--- src/rtl/timer_bus_if_if.sv ---
// ---------------------------------------------------------------------------
// timer_bus_if_if
// Simple request/ready data bus between the core (master) and the machine
// timer register front-end (slave).
//   bus_req    master -> slave  access request
//   bus_we     master -> slave  1 = write, 0 = read
//   bus_addr   master -> slave  byte address
//   bus_wdata  master -> slave  write data
//   bus_ready  slave -> master  access accepted when bus_req & bus_ready
//   bus_rvalid slave -> master  read data valid (one-cycle pulse)
//   bus_rdata  slave -> master  read data
//   bus_err    slave -> master  illegal-address pulse
// ---------------------------------------------------------------------------
interface timer_bus_if_if;
    logic        bus_req;
    logic        bus_we;
    logic [4:0]  bus_addr;
    logic [31:0] bus_wdata;
    logic        bus_ready;
    logic        bus_rvalid;
    logic [31:0] bus_rdata;
    logic        bus_err;

    modport master (
        output bus_req, bus_we, bus_addr, bus_wdata,
        input  bus_ready, bus_rvalid, bus_rdata, bus_err
    );

    modport slave (
        input  bus_req, bus_we, bus_addr, bus_wdata,
        output bus_ready, bus_rvalid, bus_rdata, bus_err
    );
endinterface

--- src/rtl/timer_bus_if.sv ---
// ---------------------------------------------------------------------------
// timer_bus_if
// Memory-mapped register front-end for the machine timer.
//   - Bus writes become single-cycle write strobes toward the timer, with the
//     written data held stable until the next accepted write.
//   - 64-bit mtime reads are tear-free: reading MTIME_L latches the high word
//     into a shadow that MTIME_H returns.
//   - irq = tmr_int & ie.
//
// Ports:
//   CLK, RST_N       clock, asynchronous active-low reset
//   bus              timer_bus_if_if.slave (request/ready data bus)
//   tmr_en           timer count enable value
//   tmr_wr_en        strobe: timer samples tmr_en
//   tmr_wr_cmp_l/h   strobes: timer samples tmr_cmp_l / tmr_cmp_h
//   tmr_cmp_l/h      mtimecmp low / high word
//   tmr_mtime_l/h    mtime from the timer
//   tmr_int          timer compare interrupt
//   irq              gated interrupt toward the core
//
// Parameter SETTLE_CYC (1..15): idle strobe cycles after each pulse before
// bus_ready returns.
//
// Optional feature macro TIMER_BUS_IF_ATOMIC_CMP_EN: MTIMECMP_L writes only
// load a staging register; an MTIMECMP_H write commits both halves at once
// and pulses both compare strobes together.
//
// Address map (addr[4:2]): 0 MTIME_L (ro), 1 MTIME_H (ro, shadow),
// 2 MTIMECMP_L, 3 MTIMECMP_H, 4 CTRL {PEND(ro), IE, EN}.
// ---------------------------------------------------------------------------
module timer_bus_if #(
    parameter int unsigned SETTLE_CYC = 2
) (
    input  logic                 CLK,
    input  logic                 RST_N,
    timer_bus_if_if.slave        bus,
    output logic                 tmr_en,
    output logic                 tmr_wr_en,
    output logic                 tmr_wr_cmp_l,
    output logic                 tmr_wr_cmp_h,
    output logic [31:0]          tmr_cmp_l,
    output logic [31:0]          tmr_cmp_h,
    input  logic [31:0]          tmr_mtime_l,
    input  logic [31:0]          tmr_mtime_h,
    input  logic                 tmr_int,
    output logic                 irq
);

    typedef enum logic [1:0] {
        IDLE,
        PULSE,
        SETTLE
    } state_t;

    localparam logic [2:0] SEL_MTIME_L = 3'd0;
    localparam logic [2:0] SEL_MTIME_H = 3'd1;
    localparam logic [2:0] SEL_CMP_L   = 3'd2;
    localparam logic [2:0] SEL_CMP_H   = 3'd3;
    localparam logic [2:0] SEL_CTRL    = 3'd4;

    localparam logic [3:0] SETTLE_LOAD = 4'(SETTLE_CYC - 1);

    state_t      state;
    state_t      state_nxt;
    logic [3:0]  settle_cnt;
    logic        ie;
    logic [31:0] mtime_h_shadow;
    logic        rvalid;
    logic        err;
    logic [31:0] rdata;

    logic        accept;
    logic [2:0]  sel;
    logic        bad;
    logic        wr_ok;
    logic        rd_ok;
    logic        wr_busy;
    logic [31:0] read_val;

`ifdef TIMER_BUS_IF_ATOMIC_CMP_EN
    logic [31:0] cmp_stage;
`endif

    assign accept = bus.bus_req && (state == IDLE);
    assign sel    = bus.bus_addr[4:2];
    assign bad    = (bus.bus_addr[1:0] != 2'b00) || (sel > SEL_CTRL) ||
                    (bus.bus_we && (sel < SEL_CMP_L));
    assign wr_ok  = accept && bus.bus_we && !bad;
    assign rd_ok  = accept && !bus.bus_we && !bad;

    // Staged low-word writes in atomic mode strobe nothing, so they do not
    // occupy the bus.
`ifdef TIMER_BUS_IF_ATOMIC_CMP_EN
    assign wr_busy = wr_ok && (sel != SEL_CMP_L);
`else
    assign wr_busy = wr_ok;
`endif

    assign bus.bus_ready  = (state == IDLE);
    assign bus.bus_rvalid = rvalid;
    assign bus.bus_err    = err;
    assign bus.bus_rdata  = rdata;
    assign irq            = tmr_int & ie;

    always_comb begin
        read_val = '0;
        case (sel)
            SEL_MTIME_L: read_val = tmr_mtime_l;
            SEL_MTIME_H: read_val = mtime_h_shadow;
            SEL_CMP_L:   read_val = tmr_cmp_l;
            SEL_CMP_H:   read_val = tmr_cmp_h;
            SEL_CTRL:    read_val = {29'd0, tmr_int, ie, tmr_en};
            default:     read_val = '0;
        endcase
    end

    always_comb begin
        state_nxt = state;
        case (state)
            IDLE:    if (wr_busy) state_nxt = PULSE;
            PULSE:   state_nxt = SETTLE;
            SETTLE:  if (settle_cnt == 4'd0) state_nxt = IDLE;
            default: state_nxt = IDLE;
        endcase
    end

    always_ff @(posedge CLK or negedge RST_N) begin
        if (!RST_N) begin
            state <= IDLE;
        end else begin
            state <= state_nxt;
        end
    end

    // Counter is loaded while in PULSE so SETTLE lasts exactly SETTLE_CYC cycles.
    always_ff @(posedge CLK or negedge RST_N) begin
        if (!RST_N) begin
            settle_cnt <= '0;
        end else if (state == PULSE) begin
            settle_cnt <= SETTLE_LOAD;
        end else if ((state == SETTLE) && (settle_cnt != 4'd0)) begin
            settle_cnt <= settle_cnt - 4'd1;
        end
    end

    always_ff @(posedge CLK or negedge RST_N) begin
        if (!RST_N) begin
            tmr_en         <= 1'b0;
            ie             <= 1'b0;
            tmr_wr_en      <= 1'b0;
            tmr_wr_cmp_l   <= 1'b0;
            tmr_wr_cmp_h   <= 1'b0;
            tmr_cmp_l      <= '1;
            tmr_cmp_h      <= '1;
            mtime_h_shadow <= '0;
            rvalid         <= 1'b0;
            err            <= 1'b0;
            rdata          <= '0;
`ifdef TIMER_BUS_IF_ATOMIC_CMP_EN
            cmp_stage      <= '1;
`endif
        end else begin
            // Strobes are single-cycle; the following SETTLE window keeps
            // them from ever asserting on consecutive cycles.
            tmr_wr_en    <= 1'b0;
            tmr_wr_cmp_l <= 1'b0;
            tmr_wr_cmp_h <= 1'b0;
            rvalid       <= accept && !bus.bus_we;
            err          <= accept && bad;

            if (accept && bad && !bus.bus_we) begin
                rdata <= '0;
            end

            if (rd_ok) begin
                rdata <= read_val;
                if (sel == SEL_MTIME_L) begin
                    mtime_h_shadow <= tmr_mtime_h;
                end
            end

            if (wr_ok) begin
                case (sel)
                    SEL_CMP_L: begin
`ifdef TIMER_BUS_IF_ATOMIC_CMP_EN
                        cmp_stage    <= bus.bus_wdata;
`else
                        tmr_cmp_l    <= bus.bus_wdata;
                        tmr_wr_cmp_l <= 1'b1;
`endif
                    end
                    SEL_CMP_H: begin
                        tmr_cmp_h    <= bus.bus_wdata;
                        tmr_wr_cmp_h <= 1'b1;
`ifdef TIMER_BUS_IF_ATOMIC_CMP_EN
                        tmr_cmp_l    <= cmp_stage;
                        tmr_wr_cmp_l <= 1'b1;
`endif
                    end
                    SEL_CTRL: begin
                        tmr_en    <= bus.bus_wdata[0];
                        ie        <= bus.bus_wdata[1];
                        tmr_wr_en <= 1'b1;
                    end
                    default: ;
                endcase
            end
        end
    end

endmodule

--- src/flat_wrapper.sv ---
// flat-port wrapper written by rule: the top's interface ports become plain ports
module timer_bus_if_flat 
#(
    parameter int unsigned SETTLE_CYC = 2
)
  (CLK, RST_N, tmr_en, tmr_wr_en, tmr_wr_cmp_l, tmr_wr_cmp_h, tmr_cmp_l, tmr_cmp_h, tmr_mtime_l, tmr_mtime_h, tmr_int, irq, bus_bus_req, bus_bus_we, bus_bus_addr, bus_bus_wdata, bus_bus_ready, bus_bus_rvalid, bus_bus_rdata, bus_bus_err);
  timer_bus_if_if bus_i ();
  input  logic CLK;
  input  logic RST_N;
  output logic tmr_en;
  output logic tmr_wr_en;
  output logic tmr_wr_cmp_l;
  output logic tmr_wr_cmp_h;
  output logic [31:0] tmr_cmp_l;
  output logic [31:0] tmr_cmp_h;
  input  logic [31:0] tmr_mtime_l;
  input  logic [31:0] tmr_mtime_h;
  input  logic tmr_int;
  output logic irq;
  input wire logic [$bits(bus_i.bus_req)-1:0] bus_bus_req;
  input wire logic [$bits(bus_i.bus_we)-1:0] bus_bus_we;
  input wire logic [$bits(bus_i.bus_addr)-1:0] bus_bus_addr;
  input wire logic [$bits(bus_i.bus_wdata)-1:0] bus_bus_wdata;
  output wire logic [$bits(bus_i.bus_ready)-1:0] bus_bus_ready;
  output wire logic [$bits(bus_i.bus_rvalid)-1:0] bus_bus_rvalid;
  output wire logic [$bits(bus_i.bus_rdata)-1:0] bus_bus_rdata;
  output wire logic [$bits(bus_i.bus_err)-1:0] bus_bus_err;
  assign bus_i.bus_req = bus_bus_req;
  assign bus_i.bus_we = bus_bus_we;
  assign bus_i.bus_addr = bus_bus_addr;
  assign bus_i.bus_wdata = bus_bus_wdata;
  assign bus_bus_ready = bus_i.bus_ready;
  assign bus_bus_rvalid = bus_i.bus_rvalid;
  assign bus_bus_rdata = bus_i.bus_rdata;
  assign bus_bus_err = bus_i.bus_err;
  timer_bus_if #(.SETTLE_CYC(SETTLE_CYC)) u_core (.CLK(CLK), .RST_N(RST_N), .bus(bus_i), .tmr_en(tmr_en), .tmr_wr_en(tmr_wr_en), .tmr_wr_cmp_l(tmr_wr_cmp_l), .tmr_wr_cmp_h(tmr_wr_cmp_h), .tmr_cmp_l(tmr_cmp_l), .tmr_cmp_h(tmr_cmp_h), .tmr_mtime_l(tmr_mtime_l), .tmr_mtime_h(tmr_mtime_h), .tmr_int(tmr_int), .irq(irq));
endmodule
--- config.mk ---
export PLATFORM = sky130hd
export DESIGN_NAME = timer_bus_if_flat
export DESIGN_NICKNAME = d
export VERILOG_FILES = /design/src/rtl/timer_bus_if_if.sv /design/src/rtl/timer_bus_if.sv /design/src/flat_wrapper.sv
export SDC_FILE = /design/constraint.sdc
export NUM_CORES = 1
export LEC_CHECK = 0
export CORE_MARGIN = 2
export CORE_UTILIZATION = 39
export CTS_CLUSTER_DIAMETER = 120
export DETAILED_ROUTE_END_ITERATION = 10
export HOLD_SLACK_MARGIN = 0.08
export PLACE_DENSITY = 0.71
export SYNTH_ARGS = -nofsm -noshare
export SYNTH_HDL_FRONTEND = slang
export SYNTH_SLANG_ARGS = --single-unit
export TNS_END_PERCENT = 5
--- constraint.sdc ---
create_clock -name CLK -period 5.7 [get_ports CLK]
set_clock_uncertainty 0.15 [all_clocks]
set_input_delay 1.14 -clock CLK [delete_from_list [all_inputs] [get_ports CLK]]
set_output_delay 1.14 -clock CLK [all_outputs]
set_load 0.01 [all_outputs]
==> results of run 1 <==
placed cells by master, fill, tap and decap left out, drive strengths merged, types with 2 or more instances in the layout:
master         netlist  layout
nand4                2       2
nand3               12      12
nor3b                3       3
nor3                 3       3
ha                   2       2
inv                  5       5
mux2                99      99
nand2               18      18
o32ai                3       3
nor2                 8       8
bufinv               0       2
clkinv               0       7
a32o                 3       3
mux4                18      18
nor2b                3       3
clkdlybuf4s50        0     207
clkinvlp             0       3
nor4                 2       2
o21ai               12      12
a22o                20      20
clkbuf              15      20
dfstp               64      64
nand2b               4       4
a21oi                4       4
mux2i               29      29
or3b                 2       2
o31ai                4       4
o22ai               11      11
buf                 16      13
dfrtp               77      77
per-layer routing:
layer  vias up  GRT usage  part of all wire
met1      2349     0.2561              0.42
met4         2    0.07288             0.017
met5         -          0           0.00074
met3        25    0.06997             0.079
li1       2081          -                 -
met2       170     0.3374              0.48
kinds of logic after synthesis:
kind of cell / count (synthesis) / synth area share
compound gates: 59 / 0.06759
fa+ha+maj: 2 / 0.003895
buf+inv: 36 / 0.02980
flops: 141 / 0.5617
mux: 146 / 0.2818
simple gates: 61 / 0.05512
worst min-delay path, cell delays in order (launching register included):
cell	delay [ns]
sky130_fd_sc_hd__dfrtp_1	0.34
sky130_fd_sc_hd__nand2_1	0.05
sky130_fd_sc_hd__o21ai_0	0.06
Yosys cell counts, types with 2 or more instances:
| cell type | n | area (um^2) |
|---|---|---|
| sky130_fd_sc_hd__mux2_2 | 94 | 1059 |
| sky130_fd_sc_hd__o22ai_1 | 11 | 68.82 |
| sky130_fd_sc_hd__nand3_1 | 12 | 60.06 |
| sky130_fd_sc_hd__buf_2 | 3 | 15.01 |
| sky130_fd_sc_hd__nor2_1 | 8 | 30.03 |
| sky130_fd_sc_hd__nand2_1 | 18 | 67.56 |
| sky130_fd_sc_hd__mux2i_1 | 29 | 290.3 |
| sky130_fd_sc_hd__nand2b_1 | 4 | 25.02 |
| sky130_fd_sc_hd__nand4_1 | 2 | 12.51 |
| sky130_fd_sc_hd__nor2b_1 | 3 | 18.77 |
| sky130_fd_sc_hd__dfstp_2 | 64 | 1682 |
| sky130_fd_sc_hd__mux2_1 | 5 | 56.30 |
| sky130_fd_sc_hd__inv_1 | 5 | 18.77 |
| sky130_fd_sc_hd__a21oi_1 | 4 | 20.02 |
| sky130_fd_sc_hd__buf_6 | 4 | 45.04 |
| sky130_fd_sc_hd__ha_1 | 2 | 25.02 |
| sky130_fd_sc_hd__buf_1 | 3 | 11.26 |
| sky130_fd_sc_hd__o31ai_1 | 4 | 30.03 |
| sky130_fd_sc_hd__nor3b_1 | 3 | 22.52 |
| sky130_fd_sc_hd__buf_4 | 6 | 45.04 |
| sky130_fd_sc_hd__mux4_2 | 18 | 405.4 |
| sky130_fd_sc_hd__o32ai_1 | 3 | 26.28 |
| sky130_fd_sc_hd__clkbuf_1 | 15 | 56.30 |
| sky130_fd_sc_hd__nor3_1 | 2 | 10.01 |
| sky130_fd_sc_hd__a22o_1 | 20 | 175.2 |
| sky130_fd_sc_hd__a32o_1 | 3 | 30.03 |
| sky130_fd_sc_hd__dfrtp_1 | 77 | 1927 |
| sky130_fd_sc_hd__o21ai_0 | 12 | 60.06 |
report_power, final:
group          internal (mW)  switching (mW)  leakage (nW)
logic                  0.299           0.212          1.88
clock network          0.650           0.414         0.275
registers               1.13          0.0746          1.72
flip-flops by register name, indices dropped and copies added, names as in the netlist, 2 cells and up:
| register | cells |
|---|---|
| u_core.settle_cnt | 4 |
| u_core.tmr_cmp_h | 32 |
| u_core.tmr_cmp_l | 32 |
| u_core.state | 2 |
| u_core.bus.bus_rdata | 32 |
| u_core.mtime_h_shadow | 32 |
stage by stage:
step	instance area (um^2)	hold slack, ns	setup slack, ns	power (mW)	util
2_1_floorplan	6424	0.3245	2.761	1.448	-
3_3_place_gp	8710	0.3164	1.442	1.703	0.5443
3_5_place_dp	8710	0.3273	1.402	1.729	0.5443
4_1_cts	9278	0.3400	1.837	2.809	0.5798
5_1_grt	9278	0.3654	1.686	2.915	0.5798
6_report	9278	0.3393	1.858	2.776	0.5798
final cells by class:
type	count	area share
Inverter	5	0.002023
Tap cell	216	0.02913
Timing Repair Buffer	220	0.2356
Sequential cell	141	0.3889
Multi-Input combinational cell	268	0.2831
Clock buffer	20	0.04815
Clock inverter	12	0.01308
worst paths after layout:
| kind | from | endpoint |
|---|---|---|
| hold / removal | u_core.bus.bus_rdata[18] | u_core.bus.bus_rdata[18] |
| setup reg to reg | u_core.state[0] | u_core.tmr_cmp_h[25] |
| hold reg to reg | u_core.bus.bus_rdata[18] | u_core.bus.bus_rdata[18] |
| setup / recovery | bus_bus_addr[3] | u_core.tmr_cmp_h[25] |
| max in group asynchronous | RST_N | u_core.tmr_cmp_h[19] |
| min in group asynchronous | RST_N | u_core.settle_cnt[2] |
==> results_tabular.tex, run 1 <==
\begin{tabular}{lr}
\hline
Metric & Value \\
\hline
\multicolumn{2}{l}{\textbf{Clock network}} \\
Clock input transition at the sequential cells of the worst setup and hold paths & 0.06 ns \\
Clock latency on the worst-skew pair & about 0.42 ns \\
Number of H-tree levels & 4 \\
CTS sink count & around 140 \\
Hold-fix buffers, CTS & 0 \\
CTS tree & yes \\
CTS Root Cell & sky130\_fd\_sc\_hd\_\_clkbuf\_16 \\
Maximum clock insertion buffer count & 2 \\
Post-cts gate resize count & 0 \\
Post-CTS repair timing setup buffer count & 0 \\
TritonCTS Buffers & 17 \\
\multicolumn{2}{l}{\textbf{Worst setup path}} \\
Setup slack of the worst register-to-register path & between 2 and 3 ns \\
Number of buffers and inverters on the critical path & 2 \\
Kind of start point of the critical path & input port \\
Endpoint type of the worst setup path & register \\
Family with the most delay on the worst path & simple AND/OR/NAND/NOR gates \\
Crit. path cell count & 6 \\
Crit Path Max Fanout & 19 \\
Data arrival time at the worst-slack endpoint & a little over 4 ns \\
Required time reported for the critical path endpoint & 5.89 ns \\
R2r worst-path depth & 5 \\
Worst setup path class & input port to register \\
Slowest stage delay, CP & about 0.80 ns \\
Worst-path cell chain & clkdlybuf4s50\_1 -> or3b\_4 -> o21a\_4 -> nor3\_4 -> buf\_12 -> mux2\_2 \\
Slowest stage cell, crit path & sky130\_fd\_sc\_hd\_\_clkdlybuf4s50\_1 \\
\multicolumn{2}{l}{\textbf{Placement}} \\
Number of buffer cells added on primary ports & roughly 210 \\
Post-detailed-placement half-perimeter wirelength & $\sim$12000 um \\
Weighted congestion at the end of routability-driven global placement & slightly above 0.8 \\
Post-placement cell count & 850 \\
\multicolumn{2}{l}{\textbf{Cells and area}} \\
Storage element area & 3608 um\^{}2 \\
Count of placed standard cells in the final layout, fillers left out & between 800 and 900 \\
Layout cells sized above 1 & 0.3408 \\
Layout overhead on the synthesized area & 44.43\% \\
Number of nets in the final layout & around 760 \\
Area of the multi-input gates & between 2000 and 3000 um\^{}2 \\
Filler Cells Inserted & 1302 \\
Antenna diodes & 0 \\
\multicolumn{2}{l}{\textbf{Detailed routing}} \\
Initial DRT Pass Iterations & 6 \\
Post-DR wirelength/cell & about 20 um \\
Wirelength, routed & roughly 18000 um \\
Detailed-route DRC error count & 0 \\
1st-iter DRT viols & roughly 230 \\
Via count & approximately 4600 \\
Vias per inst & about 5.2 \\
Number of routed nets with antenna violations & 0 \\
\multicolumn{2}{l}{\textbf{STA}} \\
Slew at the pin closest to its max-slew limit & around 0.97 ns \\
Final hold violation count & 0 \\
Relative slew slack & 0.3551 \\
Sum of negative setup slack & 0 ns \\
Final-report max-slew violation count & 0 \\
Shortest period the worst path allows & approximately 3.8 ns \\
Maximum operating frequency & roughly 260 MHz \\
Final Cycle Share & 0.6740 \\
Setup violators final & 0 \\
Unrepaired setup endpoints after global routing & no \\
\multicolumn{2}{l}{\textbf{Hold path}} \\
Cell depth of the worst min-delay path & 2 \\
Type of the worst min-delay path & register to register \\
\multicolumn{2}{l}{\textbf{Floorplanning}} \\
Die width & 132.3 um \\
Placement row count & between 40 and 50 \\
Core Footprint & approximately 16000 um\^{}2 \\
Overall die height & between 100 and 150 um \\
Initial Util & 0.4015 \\
Die Outline Area & between 15000 and 20000 um\^{}2 \\
Number of primary I/O pins & 210 \\
\multicolumn{2}{l}{\textbf{Global route}} \\
Wire length of the first global-routing pass & approximately 28000 um \\
Antenna violations before repair & 1 \\
All-layer global routing usage & 0.2065 \\
Overall overflow remaining after global route & 0 \\
Vias in the first global route & a little over 5000 \\
Largest net degree at the start of global routing & 100 \\
\multicolumn{2}{l}{\textbf{Yosys}} \\
Sequential element share of the synthesized area & 0.5617 \\
Number of synthesized flops with an enable pin & 0 \\
Average cell area after synthesis & 14.44 um\^{}2 \\
Number of instances in the synthesized netlist & roughly 450 \\
Count of yosys warnings during synthesis & 0 \\
Post-synth net total & between 500 and 600 \\
Leading register cell type out of synthesis & sky130\_fd\_sc\_hd\_\_dfrtp\_1 \\
Syn Std Cell Area & 6424 um\^{}2 \\
Number of storage elements in the synthesis netlist & approximately 140 \\
Async SR Flop Fraction & 1.000 \\
Count of distinct cell types in the synthesized netlist & 39 \\
\multicolumn{2}{l}{\textbf{Flow run}} \\
Maxcap violations & 0 \\
\multicolumn{2}{l}{\textbf{Power and ir drop}} \\
Power density over the cells & between 200 and 300 nW/um\^{}2 \\
Max rail drop VDD & approximately 0.22 mV \\
Leakage power & 3.872 nW \\
\multicolumn{2}{l}{\textbf{Outcome}} \\
Outcome & finished clean \\
\hline
\end{tabular}
No activity file was read; power rests on OpenSTA's default activity.
==> run 2, diff against run 1 <==
- PLACE_DENSITY: 0.71 -> 0.73
- clock period: 5.7 -> 3.51 ns (I/O delays scaled with it)
==> run 2 against run 1 <==
Die area unchanged. Wire length down 2.4%. Sequential share of layout area fell by 0.54 points. Utilization is 0.81 points higher. Non-clock buffer count up 5. Sequential power is 63% higher. Count of clock-buffer cells in the layout rose by 2. First-iteration DRC count shrank 20%. Critical path type unchanged. Highest routed layer is now met4.
==> results_tabular.tex, run 2 (synthesis gave the netlist of run 1 again) <==
\begin{tabular}{lr}
\hline
Metric & Value \\
\hline
\multicolumn{2}{l}{\textbf{STA}} \\
Hold slack & slightly above 0.08 ns \\
Final-report max-slew violation count & 0 \\
Setup violators final & 0 \\
Unrepaired setup endpoints after global routing & no \\
Final Cycle Share & 0.7676 \\
Final critical-path setup slack & 0.8159 ns \\
Final hold violation count & 0 \\
Shortest period the worst path allows & approximately 2.7 ns \\
Relative slew slack & 0.6616 \\
Maximum operating frequency & 371.2 MHz \\
Slew at the pin closest to its max-slew limit & roughly 0.51 ns \\
Sum of negative setup slack & 0 ns \\
\multicolumn{2}{l}{\textbf{Detailed routing}} \\
Via count & $\sim$4600 \\
1st-iter DRT viols & 180 \\
Post-DR wirelength/cell & $\sim$19 um \\
Number of routed nets with antenna violations & 0 \\
Initial DRT Pass Iterations & 4 \\
Detailed-route DRC error count & 0 \\
Vias per inst & $\sim$5.2 \\
Wirelength, routed & 17150 um \\
\multicolumn{2}{l}{\textbf{Worst setup path}} \\
Crit. path cell count & 6 \\
Capture instance of the worst register-to-register path & u\_core.tmr\_cmp\_l[6] \\
Setup slack of the worst register-to-register path & about 1.1 ns \\
Slowest stage delay, CP & roughly 0.50 ns \\
Family with the most delay on the worst path & simple AND/OR/NAND/NOR gates \\
Worst-path cell chain & clkdlybuf4s50\_1 -> nor3b\_1 -> nand3\_1 -> nor4\_4 -> buf\_12 -> mux2\_2 \\
Slowest stage cell, crit path & sky130\_fd\_sc\_hd\_\_clkdlybuf4s50\_1 \\
Required time reported for the critical path endpoint & 3.70 ns \\
R2r worst-path depth & 5 \\
Origin of the critical flop-to-flop path & u\_core.state[0] \\
Worst setup path class & input port to register \\
Number of buffers and inverters on the critical path & 2 \\
Capturing element of the worst setup path & u\_core.tmr\_cmp\_l[6] \\
First element of the critical path & bus\_bus\_req \\
Endpoint type of the worst setup path & register \\
Kind of start point of the critical path & input port \\
Crit Path Max Fanout & 32 \\
Data arrival time at the worst-slack endpoint & between 2 and 3 ns \\
\multicolumn{2}{l}{\textbf{Global route}} \\
Largest net degree at the start of global routing & 57 \\
Vias in the first global route & 5000 \\
All-layer global routing usage & 0.2016 \\
Wire length of the first global-routing pass & between 20000 and 30000 um \\
Antenna violations before repair & 0 \\
Overall overflow remaining after global route & 0 \\
\multicolumn{2}{l}{\textbf{Hold path}} \\
Type of the worst min-delay path & input port to async pin \\
\multicolumn{2}{l}{\textbf{Clock network}} \\
CTS sink count & 141 \\
Maximum clock insertion buffer count & 2 \\
Hold-fix buffers, CTS & 0 \\
Number of H-tree levels & 4 \\
TritonCTS Buffers & 17 \\
CTS tree & yes \\
Post-cts gate resize count & 0 \\
Clock latency on the worst-skew pair & between 0.4 and 0.5 ns \\
Post-CTS repair timing setup buffer count & 0 \\
CTS Root Cell & sky130\_fd\_sc\_hd\_\_clkbuf\_16 \\
Clock input transition at the sequential cells of the worst setup and hold paths & roughly 0.06 ns \\
\multicolumn{2}{l}{\textbf{Flow run}} \\
Maxcap violations & 0 \\
\multicolumn{2}{l}{\textbf{Floorplanning}} \\
Initial Util & 0.4015 \\
Die Outline Area & about 18000 um\^{}2 \\
Core Footprint & 16000 um\^{}2 \\
Die width & between 100 and 150 um \\
Number of primary I/O pins & 210 \\
Overall die height & between 100 and 150 um \\
Placement row count & 46 \\
\multicolumn{2}{l}{\textbf{Cells and area}} \\
Layout cells sized above 1 & 0.3487 \\
Layout overhead on the synthesized area & 46.45\% \\
Highest-count cells in the layout ignoring fill and taps & sky130\_fd\_sc\_hd\_\_clkdlybuf4s50\_1 (207), sky130\_fd\_sc\_hd\_\_mux2\_2 (94), sky130\_fd\_sc\_hd\_\_dfrtp\_1 (77) \\
Most common cell after layout, fill and taps aside & sky130\_fd\_sc\_hd\_\_clkdlybuf4s50\_1 \\
Storage element area & $\sim$3600 um\^{}2 \\
Final instance area & between 9000 and 10000 um\^{}2 \\
Filler Cells Inserted & about 1300 \\
Area of the multi-input gates & about 2600 um\^{}2 \\
Number of nets in the final layout & 766 \\
Antenna diodes & 0 \\
Count of placed standard cells in the final layout, fillers left out & just under 900 \\
\multicolumn{2}{l}{\textbf{Placement}} \\
Post-placement cell count & around 860 \\
Number of buffer cells added on primary ports & 209 \\
Cell Area, Placed & approximately 8800 um\^{}2 \\
Post-detailed-placement half-perimeter wirelength & approximately 12000 um \\
Post-placement worst setup slack & between 0.4 and 0.5 ns \\
Weighted congestion at the end of routability-driven global placement & slightly above 0.8 \\
\multicolumn{2}{l}{\textbf{Power and ir drop}} \\
Power density over the cells & roughly 500 nW/um\^{}2 \\
Max rail drop VDD & 0.3985 mV \\
Leakage power & slightly below 4 nW \\
\multicolumn{2}{l}{\textbf{Outcome}} \\
Outcome & finished clean \\
\hline
\end{tabular}
run 2: cell count changes in the layout (fill, tap and decap cells not counted), moves of 2 or more:
cell / delta
sky130_fd_sc_hd__inv_6: +2
sky130_fd_sc_hd__clkbuf_1: -2
sky130_fd_sc_hd__buf_4: +4
sky130_fd_sc_hd__clkinv_2: -5
sky130_fd_sc_hd__clkbuf_16: +3
run 2: per-layer routing:
| metal | share of wire | wire (um) | up-vias | global-route usage |
|---|---|---|---|---|
| met3 | 0.077 | 1318 | 24 | 0.06267 |
| met1 | 0.41 | 7083 | 2335 | 0.2544 |
| met4 | 0.022 | 374 | 0 | 0.07646 |
| li1 | - | - | 2088 | - |
| met2 | 0.49 | 8379 | 175 | 0.3258 |
| met5 | 0 | 0 | - | 0 |
run 2: where the power goes:
group          switching, mW  internal, mW
combinational          0.341         0.491
clock                  0.694          1.22
sequential             0.122          1.83
total                   1.16          3.54
run 2: worst min-delay path by stage:
stage | start | endpoint | slack [ns]
6_report | RST_N | u_core.settle_cnt[0] | 0.08
5_1_grt | RST_N | u_core.settle_cnt[3] | 0.11
3_5_place_dp | u_core.bus.bus_rdata[1] | u_core.bus.bus_rdata[1] | 0.32
4_1_cts | RST_N | u_core.bus.bus_rdata[8] | 0.09
3_3_place_gp | u_core.bus.bus_rdata[24] | u_core.bus.bus_rdata[24] | 0.32
2_1_floorplan | RST_N | u_core.bus.bus_err | 0.26
run 2: layout make-up:
type | count | share of cell area
Clock buffer | 22 | 0.05612
Clock inverter | 10 | 0.01277
Inverter | 5 | 0.001995
Multi-Input combinational cell | 268 | 0.2792
Sequential cell | 141 | 0.3836
Tap cell | 216 | 0.02873
Timing Repair Buffer | 225 | 0.2377
run 2: metrics by stage:
stage | power (mW) | utilization
finish | 4.692 | 0.5880
global route | 4.915 | 0.5880
CTS | 4.745 | 0.5880
detailed placement | 2.810 | 0.5475
global placement | 2.773 | 0.5475
floorplan | 2.352 | -
run 2: worst register-to-register path: cells and delay by family (launching register included):
kind	cells	cell delay, ns
flops	1	0.49
mux	1	0.38
buf+inv	1	0.27
simple gates	3	1.08
==> run 3, diff against run 2 <==
- PLACE_DENSITY: 0.73 -> 0.71
- clock period: 3.51 -> 2.6 ns (I/O delays scaled with it)
==> run 3 against run 2 <==
First-iteration DRC count is 5.6% higher. Cell count up 1.1%. Global-route usage grew 0.86 points. Register-to-register slack got worse by 0.68 ns. Clock power up 25%. Cell area up 0.57%. Non-clock buffer count grew 10. Power up 32%. Sequential power up 35%. Via count rose by 2.0%. Critical path type unchanged.
==> results_tabular.tex, run 3 (synthesis gave the netlist of run 1 again) <==
\begin{tabular}{lr}
\hline
Metric & Value \\
\hline
\multicolumn{2}{l}{\textbf{Outcome}} \\
Outcome & finished clean \\
\multicolumn{2}{l}{\textbf{Floorplanning}} \\
Die width & $\sim$130 um \\
Number of primary I/O pins & 210 \\
Overall die height & 132.3 um \\
Placement row count & 46 \\
Core Footprint & approximately 16000 um\^{}2 \\
Initial Util & 0.4015 \\
Die Outline Area & 17510 um\^{}2 \\
\multicolumn{2}{l}{\textbf{Global route}} \\
Antenna violations before repair & 0 \\
All-layer global routing usage & 0.2101 \\
Overall overflow remaining after global route & 0 \\
Wire length of the first global-routing pass & 28030 um \\
Largest net degree at the start of global routing & 52 \\
Vias in the first global route & 4980 \\
\multicolumn{2}{l}{\textbf{Power and ir drop}} \\
Net load switching power & approximately 1.6 mW \\
Cell-internal power & 4.623 mW \\
Part of the power in registers & 0.427 \\
Overall power & 6.175 mW \\
Leakage power & roughly 4.0 nW \\
Max rail drop VDD & 0.4284 mV \\
Net Sw Frac & 0.2513 \\
Power density over the cells & around 650 nW/um\^{}2 \\
Part of the total power dissipated in the clock network & 0.386 \\
Relative contribution of combinational cells to total power & 0.187 \\
\multicolumn{2}{l}{\textbf{STA}} \\
Unrepaired setup endpoints after global routing & no \\
Slew at the pin closest to its max-slew limit & around 0.54 ns \\
Hold slack & around 0.32 ns \\
Relative slew slack & 0.6402 \\
Maximum operating frequency & $\sim$430 MHz \\
Shortest period the worst path allows & around 2.4 ns \\
Final Cycle Share & 0.9046 \\
Final critical-path setup slack & $\sim$0.25 ns \\
Sum of negative setup slack & 0 ns \\
Final-report max-slew violation count & 0 \\
Setup violators final & 0 \\
Final hold violation count & 0 \\
\multicolumn{2}{l}{\textbf{Placement}} \\
Post-placement worst setup slack & -0.1833 ns \\
Number of buffer cells added on primary ports & about 210 \\
Post-detailed-placement half-perimeter wirelength & around 13000 um \\
Weighted congestion at the end of routability-driven global placement & around 0.8 \\
\multicolumn{2}{l}{\textbf{Cells and area}} \\
Highest-count cells in the layout ignoring fill and taps & sky130\_fd\_sc\_hd\_\_clkdlybuf4s50\_1 (207), sky130\_fd\_sc\_hd\_\_mux2\_2 (94), sky130\_fd\_sc\_hd\_\_dfrtp\_1 (77) \\
Most common cell after layout, fill and taps aside & sky130\_fd\_sc\_hd\_\_clkdlybuf4s50\_1 \\
Number of nets in the final layout & $\sim$780 \\
Layout cells sized above 1 & 0.3539 \\
Antenna diodes & 0 \\
Filler Cells Inserted & around 1300 \\
Layout overhead on the synthesized area & 47.29\% \\
\multicolumn{2}{l}{\textbf{Clock network}} \\
Clock input transition at the sequential cells of the worst setup and hold paths & $\sim$0.06 ns \\
Post-cts gate resize count & 0 \\
Clock latency on the worst-skew pair & approximately 0.42 ns \\
Maximum clock insertion buffer count & 2 \\
Post-CTS repair timing setup buffer count & 0 \\
CTS sink count & 141 \\
CTS tree & yes \\
CTS Root Cell & sky130\_fd\_sc\_hd\_\_clkbuf\_16 \\
Number of H-tree levels & 4 \\
TritonCTS Buffers & 17 \\
\multicolumn{2}{l}{\textbf{Hold path}} \\
Type of the worst min-delay path & register to register \\
\multicolumn{2}{l}{\textbf{Detailed routing}} \\
Detailed-route DRC error count & 0 \\
Wirelength, routed & roughly 18000 um \\
Number of routed nets with antenna violations & 0 \\
Vias per inst & $\sim$5.3 \\
1st-iter DRT viols & 190 \\
Post-DR wirelength/cell & approximately 20 um \\
Via count & $\sim$4700 \\
Initial DRT Pass Iterations & 6 \\
\multicolumn{2}{l}{\textbf{Worst setup path}} \\
Crit Path Max Fanout & 17 \\
Required time reported for the critical path endpoint & 2.80 ns \\
Data arrival time at the worst-slack endpoint & about 2.6 ns \\
Kind of start point of the critical path & input port \\
Worst setup path class & input port to register \\
Endpoint type of the worst setup path & register \\
\multicolumn{2}{l}{\textbf{Flow run}} \\
Maxcap violations & 0 \\
\hline
\end{tabular}
[run 3: final cells by class]
class | count | area [um^2] | share of cell area
clock buffers | 21 | 470.5 | 0.04972
clock inverters | 11 | 116.4 | 0.01230
inverters | 5 | 18.77 | 0.001984
multi-input cells | 268 | 2626 | 0.2776
flip-flops and latches | 141 | 3608 | 0.3814
well taps | 216 | 270.3 | 0.02856
repair buffers | 235 | 2351 | 0.2485
[run 3: power groups by stage]
| stage | Combinational, mW | Clock [mW] | Sequential, mW |
|---|---|---|---|
| 6_report | 1.16 | 2.39 | 2.63 |
| 5_1_grt | 1.24 | 2.55 | 2.66 |
| 4_1_cts | 1.16 | 2.44 | 2.63 |
| 3_5_place_dp | 1.16 | 0 | 2.67 |
| 3_3_place_gp | 1.12 | 0 | 2.65 |
| 2_1_floorplan | 0.504 | 0 | 2.67 |
[run 3: layer usage]
metal | global-route usage | wire, um
met5 | 0 | 0
met3 | 0.07958 | 1377
met1 | 0.2664 | 7645
met2 | 0.3345 | 8630
met4 | 0.06631 | 326
[run 3: path summary, 6_finish.rpt]
path / from / end / slack, ns / cells past startpoint
worst min register to register: u_core.bus.bus_rdata[0] / u_core.bus.bus_rdata[0] / 0.32 / 2
worst min-delay path: u_core.bus.bus_rdata[0] / u_core.bus.bus_rdata[0] / 0.32 / 2
max in group asynchronous: RST_N / u_core.tmr_cmp_h[1] / 1.10 / 3
min in group asynchronous: RST_N / u_core.mtime_h_shadow[27] / 0.50 / 2
worst max register to register: u_core.state[0] / u_core.tmr_cmp_l[1] / 0.39 / 6
worst max-delay path: bus_bus_addr[4] / u_core.tmr_cmp_l[1] / 0.25 / 6
[run 3: what timing repair did]
action	in CTS	in global routing
hold endpoints to repair	15	0
hold buffers	1	0
endpoints found under the setup margin	0	0
[run 3: metrics by stage]
stage / cell area (um^2) / util / instances
after CTS: 9462 / 0.5913 / 897
final: 9462 / 0.5913 / 897
after floorplan: 6424 / - / 445
after global routing: 9462 / 0.5913 / 897
after global placement: 8865 / 0.5540 / 864
after detailed placement: 8865 / 0.5540 / 864
[run 3: worst max-delay path: stages]
cell and delay, ns:
sky130_fd_sc_hd__clkdlybuf4s50_1 0.50, sky130_fd_sc_hd__or3b_4 0.40, sky130_fd_sc_hd__o21a_4 0.15, sky130_fd_sc_hd__nor4_4 0.28, sky130_fd_sc_hd__buf_4 0.32, sky130_fd_sc_hd__mux2_2 0.37
